### src/rtl/hit_response.sv
`default_nettype none
// ============================================================================
// Module   : hit_response
// Brief    : Per-frame touch resolver: issues ball velocity loads, enforces a
//            re-hit cooldown and a per-side touch limit with foul reporting.
// Revision : 1.0 - initial release
// ============================================================================
module hit_response #(
   parameter int COOLDOWN_FRAMES = 20,
   parameter int BUMP_VY         = 9,
   parameter int SPIKE_VX        = 12,
   parameter int SPIKE_VY        = 4,
   parameter int MAX_VX          = 10,
   parameter int MAX_TOUCHES     = 3
) (
   input  logic               clk,
   input  logic               rst,
   input  logic               frame_tick,
   input  logic               inrange,
   input  logic               spike,
   input  logic               facing_right,
   input  logic signed [10:0] ball_pos_x,
   input  logic signed [10:0] chara_pos_x,
   input  logic               touch_clr,
   output logic               set_vel,
   output logic signed [10:0] new_vx,
   output logic signed [10:0] new_vy,
   output logic [1:0]         touches,
   output logic               foul,
   output logic               busy
);

   localparam logic [1:0] c_ST_IDLE     = 2'd0;
   localparam logic [1:0] c_ST_HIT      = 2'd1;
   localparam logic [1:0] c_ST_COOLDOWN = 2'd2;

   localparam int c_CNT_W = (COOLDOWN_FRAMES < 1) ? 1 : $clog2(COOLDOWN_FRAMES + 1);

   localparam logic [1:0]         c_MAX_TOUCHES = 2'(MAX_TOUCHES);
   localparam logic signed [11:0] c_MAX_VX      = 12'(MAX_VX);
   localparam logic signed [11:0] c_MIN_VX      = 12'(-MAX_VX);
   localparam logic signed [10:0] c_SPIKE_VX_P  = 11'(SPIKE_VX);
   localparam logic signed [10:0] c_SPIKE_VX_N  = 11'(-SPIKE_VX);
   localparam logic signed [10:0] c_SPIKE_VY    = 11'(SPIKE_VY);
   localparam logic signed [10:0] c_BUMP_VY     = 11'(-BUMP_VY);

   logic [1:0]          r_state;
   logic [1:0]          w_next;
   logic [c_CNT_W-1:0]  r_cnt;

   logic                w_start;
   logic                w_allow;
   logic [1:0]          w_touch_base;
   logic signed [11:0]  w_dx;
   logic signed [11:0]  w_shift;
   logic signed [11:0]  w_bump_vx;

   logic                w_set_vel;
   logic                w_foul;
   logic                w_busy;
   logic [1:0]          w_touches;
   logic signed [10:0]  w_vx;
   logic signed [10:0]  w_vy;

   // The decision is taken in the IDLE cycle so set_vel lands registered in HIT.
   assign w_start      = (r_state == c_ST_IDLE) && frame_tick && inrange;
   assign w_touch_base = touch_clr ? 2'd0 : touches;
   assign w_allow      = (w_touch_base < c_MAX_TOUCHES);
   assign w_dx         = {ball_pos_x[10], ball_pos_x} - {chara_pos_x[10], chara_pos_x};
   assign w_shift      = w_dx >>> 2;

   always_comb begin
      w_bump_vx = w_shift;
      if (w_shift > c_MAX_VX) begin
         w_bump_vx = c_MAX_VX;
      end else if (w_shift < c_MIN_VX) begin
         w_bump_vx = c_MIN_VX;
      end
   end

   always_ff @(posedge clk or posedge rst) begin
      if (rst) begin
         r_state <= c_ST_IDLE;
      end else begin
         r_state <= w_next;
      end
   end

   always_comb begin
      w_next = r_state;
      case (r_state)
         c_ST_IDLE:     if (w_start) w_next = c_ST_HIT;
         c_ST_HIT:      w_next = c_ST_COOLDOWN;
         c_ST_COOLDOWN: if ((r_cnt == '0) && !inrange) w_next = c_ST_IDLE;
         default:       w_next = c_ST_IDLE;
      endcase
   end

   always_comb begin
      w_set_vel = w_start && w_allow;
      w_foul    = w_start && !w_allow;
      w_busy    = (w_next == c_ST_COOLDOWN);
      w_touches = w_touch_base;
      w_vx      = new_vx;
      w_vy      = new_vy;
      if (w_set_vel) begin
         w_touches = w_touch_base + 2'd1;
         if (spike) begin
            w_vx = facing_right ? c_SPIKE_VX_P : c_SPIKE_VX_N;
            w_vy = c_SPIKE_VY;
         end else begin
            w_vx = w_bump_vx[10:0];
            w_vy = c_BUMP_VY;
         end
      end
   end

   // Counter saturates at zero while the character lingers in the hit box.
   always_ff @(posedge clk or posedge rst) begin
      if (rst) begin
         r_cnt <= '0;
      end else if (r_state == c_ST_HIT) begin
         r_cnt <= c_CNT_W'(COOLDOWN_FRAMES);
      end else if ((r_state == c_ST_COOLDOWN) && frame_tick && (r_cnt != '0)) begin
         r_cnt <= r_cnt - 1'b1;
      end
   end

   always_ff @(posedge clk or posedge rst) begin
      if (rst) begin
         set_vel <= 1'b0;
         foul    <= 1'b0;
         busy    <= 1'b0;
         touches <= 2'd0;
         new_vx  <= '0;
         new_vy  <= '0;
      end else begin
         set_vel <= w_set_vel;
         foul    <= w_foul;
         busy    <= w_busy;
         touches <= w_touches;
         new_vx  <= w_vx;
         new_vy  <= w_vy;
      end
   end

endmodule
`default_nettype wire

### config.mk
export PLATFORM = sky130hd
export DESIGN_NAME = hit_response
export DESIGN_NICKNAME = d
export VERILOG_FILES = /design/src/rtl/hit_response.sv
export SDC_FILE = /design/constraint.sdc
export NUM_CORES = 1
export LEC_CHECK = 0
export CAP_MARGIN = 10
export CORE_MARGIN = 5
export CORE_UTILIZATION = 45
export DETAILED_ROUTE_END_ITERATION = 6
export GPL_ROUTABILITY_DRIVEN = 0
export HOLD_SLACK_MARGIN = 0.02
export PLACE_DENSITY = 0.88
export SLEW_MARGIN = 10
export SYNTH_ARGS = -nofsm -noshare
export SYNTH_HDL_FRONTEND = slang
export SYNTH_SLANG_ARGS = --single-unit
### constraint.sdc
create_clock -name clk -period 4.9 [get_ports clk]
set_input_delay 0.49 -clock clk [delete_from_list [all_inputs] [get_ports clk]]
set_output_delay 0.49 -clock clk [all_outputs]
set_load 0.01 [all_outputs]
After elaboration in Yosys (flattened, before gate mapping)
Index checks and enable logic that the tools add are counted.
{"block": "op_classes", "n_addsub": 3, "order_cmp": 3, "eq_ne": 3, "mux": 12, "n_reduce_logical": 13}
{"operator": "$mux W11", "n": 5}
{"operator": "$sub A11 B11 Y12", "n": 1}
{"operator": "$gt A10 B5 Y1 const B", "n": 1}
{"operator": "$lt A10 B5 Y1 const B", "n": 1}
{"operator": "$mux W5", "n": 2}
{"operator": "$mux W2", "n": 4}
{"operator": "$logic_and A1 B1 Y1", "n": 7}
{"operator": "$pmux W2 S3", "n": 1}
{"operator": "$logic_not A5 Y1", "n": 1}
{"operator": "$reduce_bool A5 Y1", "n": 1}
{"operator": "$sub A5 B1 Y5 const B", "n": 1}
{"operator": "$eq A2 B2 Y1 const B", "n": 2}
{"operator": "$add A2 B1 Y2 const B", "n": 1}
{"operator": "$eq A2 B1 Y1 const B", "n": 1}
{"operator": "$logic_not A1 Y1", "n": 2}
{"operator": "$logic_not A2 Y1", "n": 1}
{"operator": "$lt A2 B2 Y1 const B", "n": 1}
{"operator": "$reduce_bool A2 Y1", "n": 1}
{"block": "totals", "ff_bits": 34, "in_bits": 29, "out_inout_bits": 27, "word_cells": 42}

Logic depth before layout (Yosys ltp)
{"block": "depth", "depth_word": 6, "depth_mapped": 11, "ltp_nobuf": 10}

Worst setup path before layout
No wires, ideal clock.
{"block": "synth_timing", "path_type": "input -> register", "startpoint": "input chara_pos_x[2]", "endpoint": "register new_vx[0]", "setup_ns": 0.068, "arrival_ns": 2.605, "required_ns": 4.832, "setup_slack_ns": 2.227, "cell_stages": 11, "n_path_buf": 1, "cell_sequence": "inv_1 > ha_1 > buf_6 > a21oi_1 > o21ai_4 > a21oi_2 > o311ai_4 > xnor2_1 > or4_1 > mux2i_1 > a32o_1"}
{"block": "synth_between", "elab_chain_cells": 5, "word_cells_on_any_way": 6, "classes_between": "add/sub: 1; order compare: 2; mux: 3"}
{"item": "start, declared", "line_no": "23", "source": "input logic signed [10:0] chara_pos_x,"}
{"item": "$sub A11 B11 Y12 *", "line_no": "69", "source": "assign w_dx = {ball_pos_x[10], ball_pos_x} - {chara_pos_x[10], chara_pos_x};"}
{"item": "$lt A10 B5 Y1", "line_no": "76", "source": "end else if (w_shift < c_MIN_VX) begin"}
{"item": "$mux W11", "line_no": "76"}
{"item": "$mux W11 *", "line_no": "74", "source": "if (w_shift > c_MAX_VX) begin"}
{"item": "$mux W11 *", "line_no": "108", "source": "if (spike) begin"}
{"item": "end signal, assigned", "line_no": "142", "source": "new_vx <= w_vx;"}
{"item": "end, declared", "line_no": "26", "source": "output logic signed [10:0] new_vx,"}
Every way passes the cells marked *; elsewhere a longest branch is shown, timed or not.
A chain may end at the register's enable or synchronous reset.

Worst setup path after layout
{"block": "layout_timing", "startpoint": "input chara_pos_x[2]", "endpoint": "register new_vx[1]"}
The elaborated chain is that of the path after synthesis.

==> flow_summary.ini <==
[global_route]
overflow = 0
grt_pass1_vias = 1271
grt_pass1_wl_um = 5460
antenna_found_initial = 0
grt_usage_pct = 12.8
grt_max_degree = 25

[yosys]
yosysUniqueCellTypes = 43
synth_top_flop_cell = dfrtp_1
ys_seq_elements = 24
syn_nets = 225
synth_edf_count = 0
async_flop_share_pct = 100
synth.top_cell.area_share_pct = 35.4
synthTopCellsByArea = dfrtp_1 (35%), ha_1 (8.9%), xnor2_1 (5.2%)
syn_area_um2 = 1700
ys_seq_area_share_pct = 35.4
synth_most_common_cell = dfrtp_1
yosysWarnings = 0
synth_common_cells = dfrtp_1 (24), inv_1 (16), nand2_1 (14), nand2b_1 (13)
yosys.area.top_type = dfrtp_1
avgSynthCellArea_um2 = 9.21
synthCells = 184

[placement]
hpwl_um = 2680
place_area_um2 = 2190
io_buffers = 54

[sta]
relSlewSlack_pct = 44.0
drv_slew = 0
max_freq_mhz = 326
worst_pin_slew_ps = 839
timing.final.crit_share_pct = 62.5
final.setup.tns_ps = 0
hold_violations = 0
finalSetupViolCount = 0
period_minus_slack_ps = 3060
rsz0062_at_grt = no
fin_skew_ps = 3.43

[layout]
final_area_um2 = 2250
drive_above_1_share_pct = 4.41
antenna_cells = 0
fin_nets = 269
area_growth_syn_to_layout_pct = 32.5
fin_util_pct = 61.4

[clocking]
cts_resized = 0
cts-root-buf = clkbuf_8
hold_buffers = 0
clock-sinks = 24
post_cts_buffers = 0
h-tree-depth = 1
cts_tree = built
path_clk_slew_ps = 80
cts_buffer_depth = 2
clock_latency_ps = 260
cts_buffers = 3

[die]
rows = 22
die_w_um = 71.4
io_pins = 56
core-area_um2 = 3660
start_util_pct = 46.3
die_h_um = 71.4
die-area_um2 = 5100

[power_and_ir_drop]
combPwrFrac_pct = 49.8
p_seq_share_pct = 35.8
finalPower_mw = 0.905
switching_power_mw = 0.302
p_per_area_nw_per_um2 = 403
cellInternalPower_mw = 0.603
peakVddDrop_v = 0.000133
p_sw_share_pct = 33.4
power_leakage_nw = 0.980
pwr-share-clk_pct = 14.4

[route]
drt_first_pass_iters = 4
drc = 0
viasPerCell = 5.12
postRouteWirelength_um = 3210
initialDrtViolationCount = 57
wl_per_cell_um = 11.7
vias = 1407
ant_nets = 0

[setup_path]
max_stage_delay_ps = 560
worstSetupEndpointType = register
critPathLaunchType = input pin
crit_start = chara_pos_x[2]
path_max_fanout = 8
cp.arrival_ps = 3190
crit_family = compound AO/OA/AOI/OAI gates
cp_data_required_time_ps = 5030
critPathBufInv = 2
crit_type = input pin to register
critPathSlowestCell = or4_1
worstPathCellList = clkdlybuf4s50_1, inv_1, ha_1, a21oi_1, o21ai_4, a21oi_2, o311ai_4, xnor2_1, or4_1, mux2i_1, a31oi_1
worstReg2RegStart = r_state[0]

[status]
outcome = complete, no violations

[flow_run]
maxCapViolCount = 0

[worst_hold_path]
hold_path_class = register to register
hp-start = new_vy[2]
metal layers:
layer	vias to the layer above	routed length [um]	track usage, %
met3	5	133	1.68
li1	714	-	-
met2	31	1690	23.7
met5	-	0	0
met1	657	1350	15.3
met4	0	35	3.76
state kept, by name, indices dropped and copies added (netlist names):
name	cells
new_vx	10
touches	2
r_cnt	5
foul	1
set_vel	1
busy	1
r_state	2
new_vy	2
metrics by stage:
step / setup slack, ps / hold WS (ps) / cells
3_5_place_dp: 1560 / 452 / 271
4_1_cts: 1840 / 474 / 275
3_3_place_gp: 1660 / 450 / 271
6_report: 1840 / 469 / 275
5_1_grt: 1660 / 505 / 275
2_1_floorplan: 2230 / 435 / 184
layout by cell type, fill, tap and decap left out, types with 2 or more instances in the layout:
| cell | instances |
|---|---|
| a211oi_1 | 3 |
| a21o_1 | 3 |
| a21oi_1 | 8 |
| a31oi_1 | 3 |
| and2_1 | 2 |
| and3_1 | 2 |
| clkbuf_8 | 4 |
| clkdlybuf4s50_1 | 54 |
| dfrtp_1 | 24 |
| ha_1 | 12 |
| inv_1 | 16 |
| mux2i_1 | 2 |
| nand2_1 | 14 |
| nand2b_1 | 13 |
| nand3_1 | 5 |
| nand4_1 | 2 |
| nor2_1 | 2 |
| nor2b_1 | 4 |
| nor4_1 | 2 |
| o21a_1 | 7 |
| o21ai_0 | 12 |
| o21bai_1 | 2 |
| o221ai_1 | 2 |
| or4_1 | 2 |
| xnor2_1 | 10 |
| xor2_1 | 2 |
cell type report:
| type | instances | area (um2) |
|---|---|---|
| clock buffers | 4 | 55.1 |
| multi-input cells | 129 | 931 |
| repair buffers | 54 | 541 |
| inverters | 16 | 60.1 |
| fillers | 333 | 1410 |
| flip-flops and latches | 24 | 601 |
| well taps | 48 | 60.1 |
cell families after synthesis:
logic type | count (synthesis) | synth area share [%]
simple gates | 53 | 17.6
other cells | 1 | 0.221
mux | 3 | 1.85
fa+ha+maj | 12 | 8.86
xor+xnor | 12 | 6.20
compound gates | 48 | 20.2
buf+inv | 31 | 9.67
flops | 24 | 35.4
power by group through the flow:
stage          registers (mW)  logic, mW  clock network, mW
4_1_cts                 0.326      0.459              0.131
3_3_place_gp            0.325      0.448                  0
5_1_grt                 0.336      0.492              0.143
3_5_place_dp            0.328      0.458                  0
2_1_floorplan           0.344      0.257                  0
6_report                0.324      0.451              0.130
final timing paths:
check | slack, ps | cells after the start | endpoint
worst max-delay path | 1840 | 11 | new_vx[1]
worst min-delay path | 470 | 1 | new_vy[2]
worst max register to register | 2910 | 5 | new_vx[8]
worst min register to register | 470 | 1 | new_vy[2]
max in group asynchronous | 3670 | 2 | new_vx[6]
min in group asynchronous | 710 | 2 | new_vy[2]
Note: power is estimated with default switching activity, not from simulation.
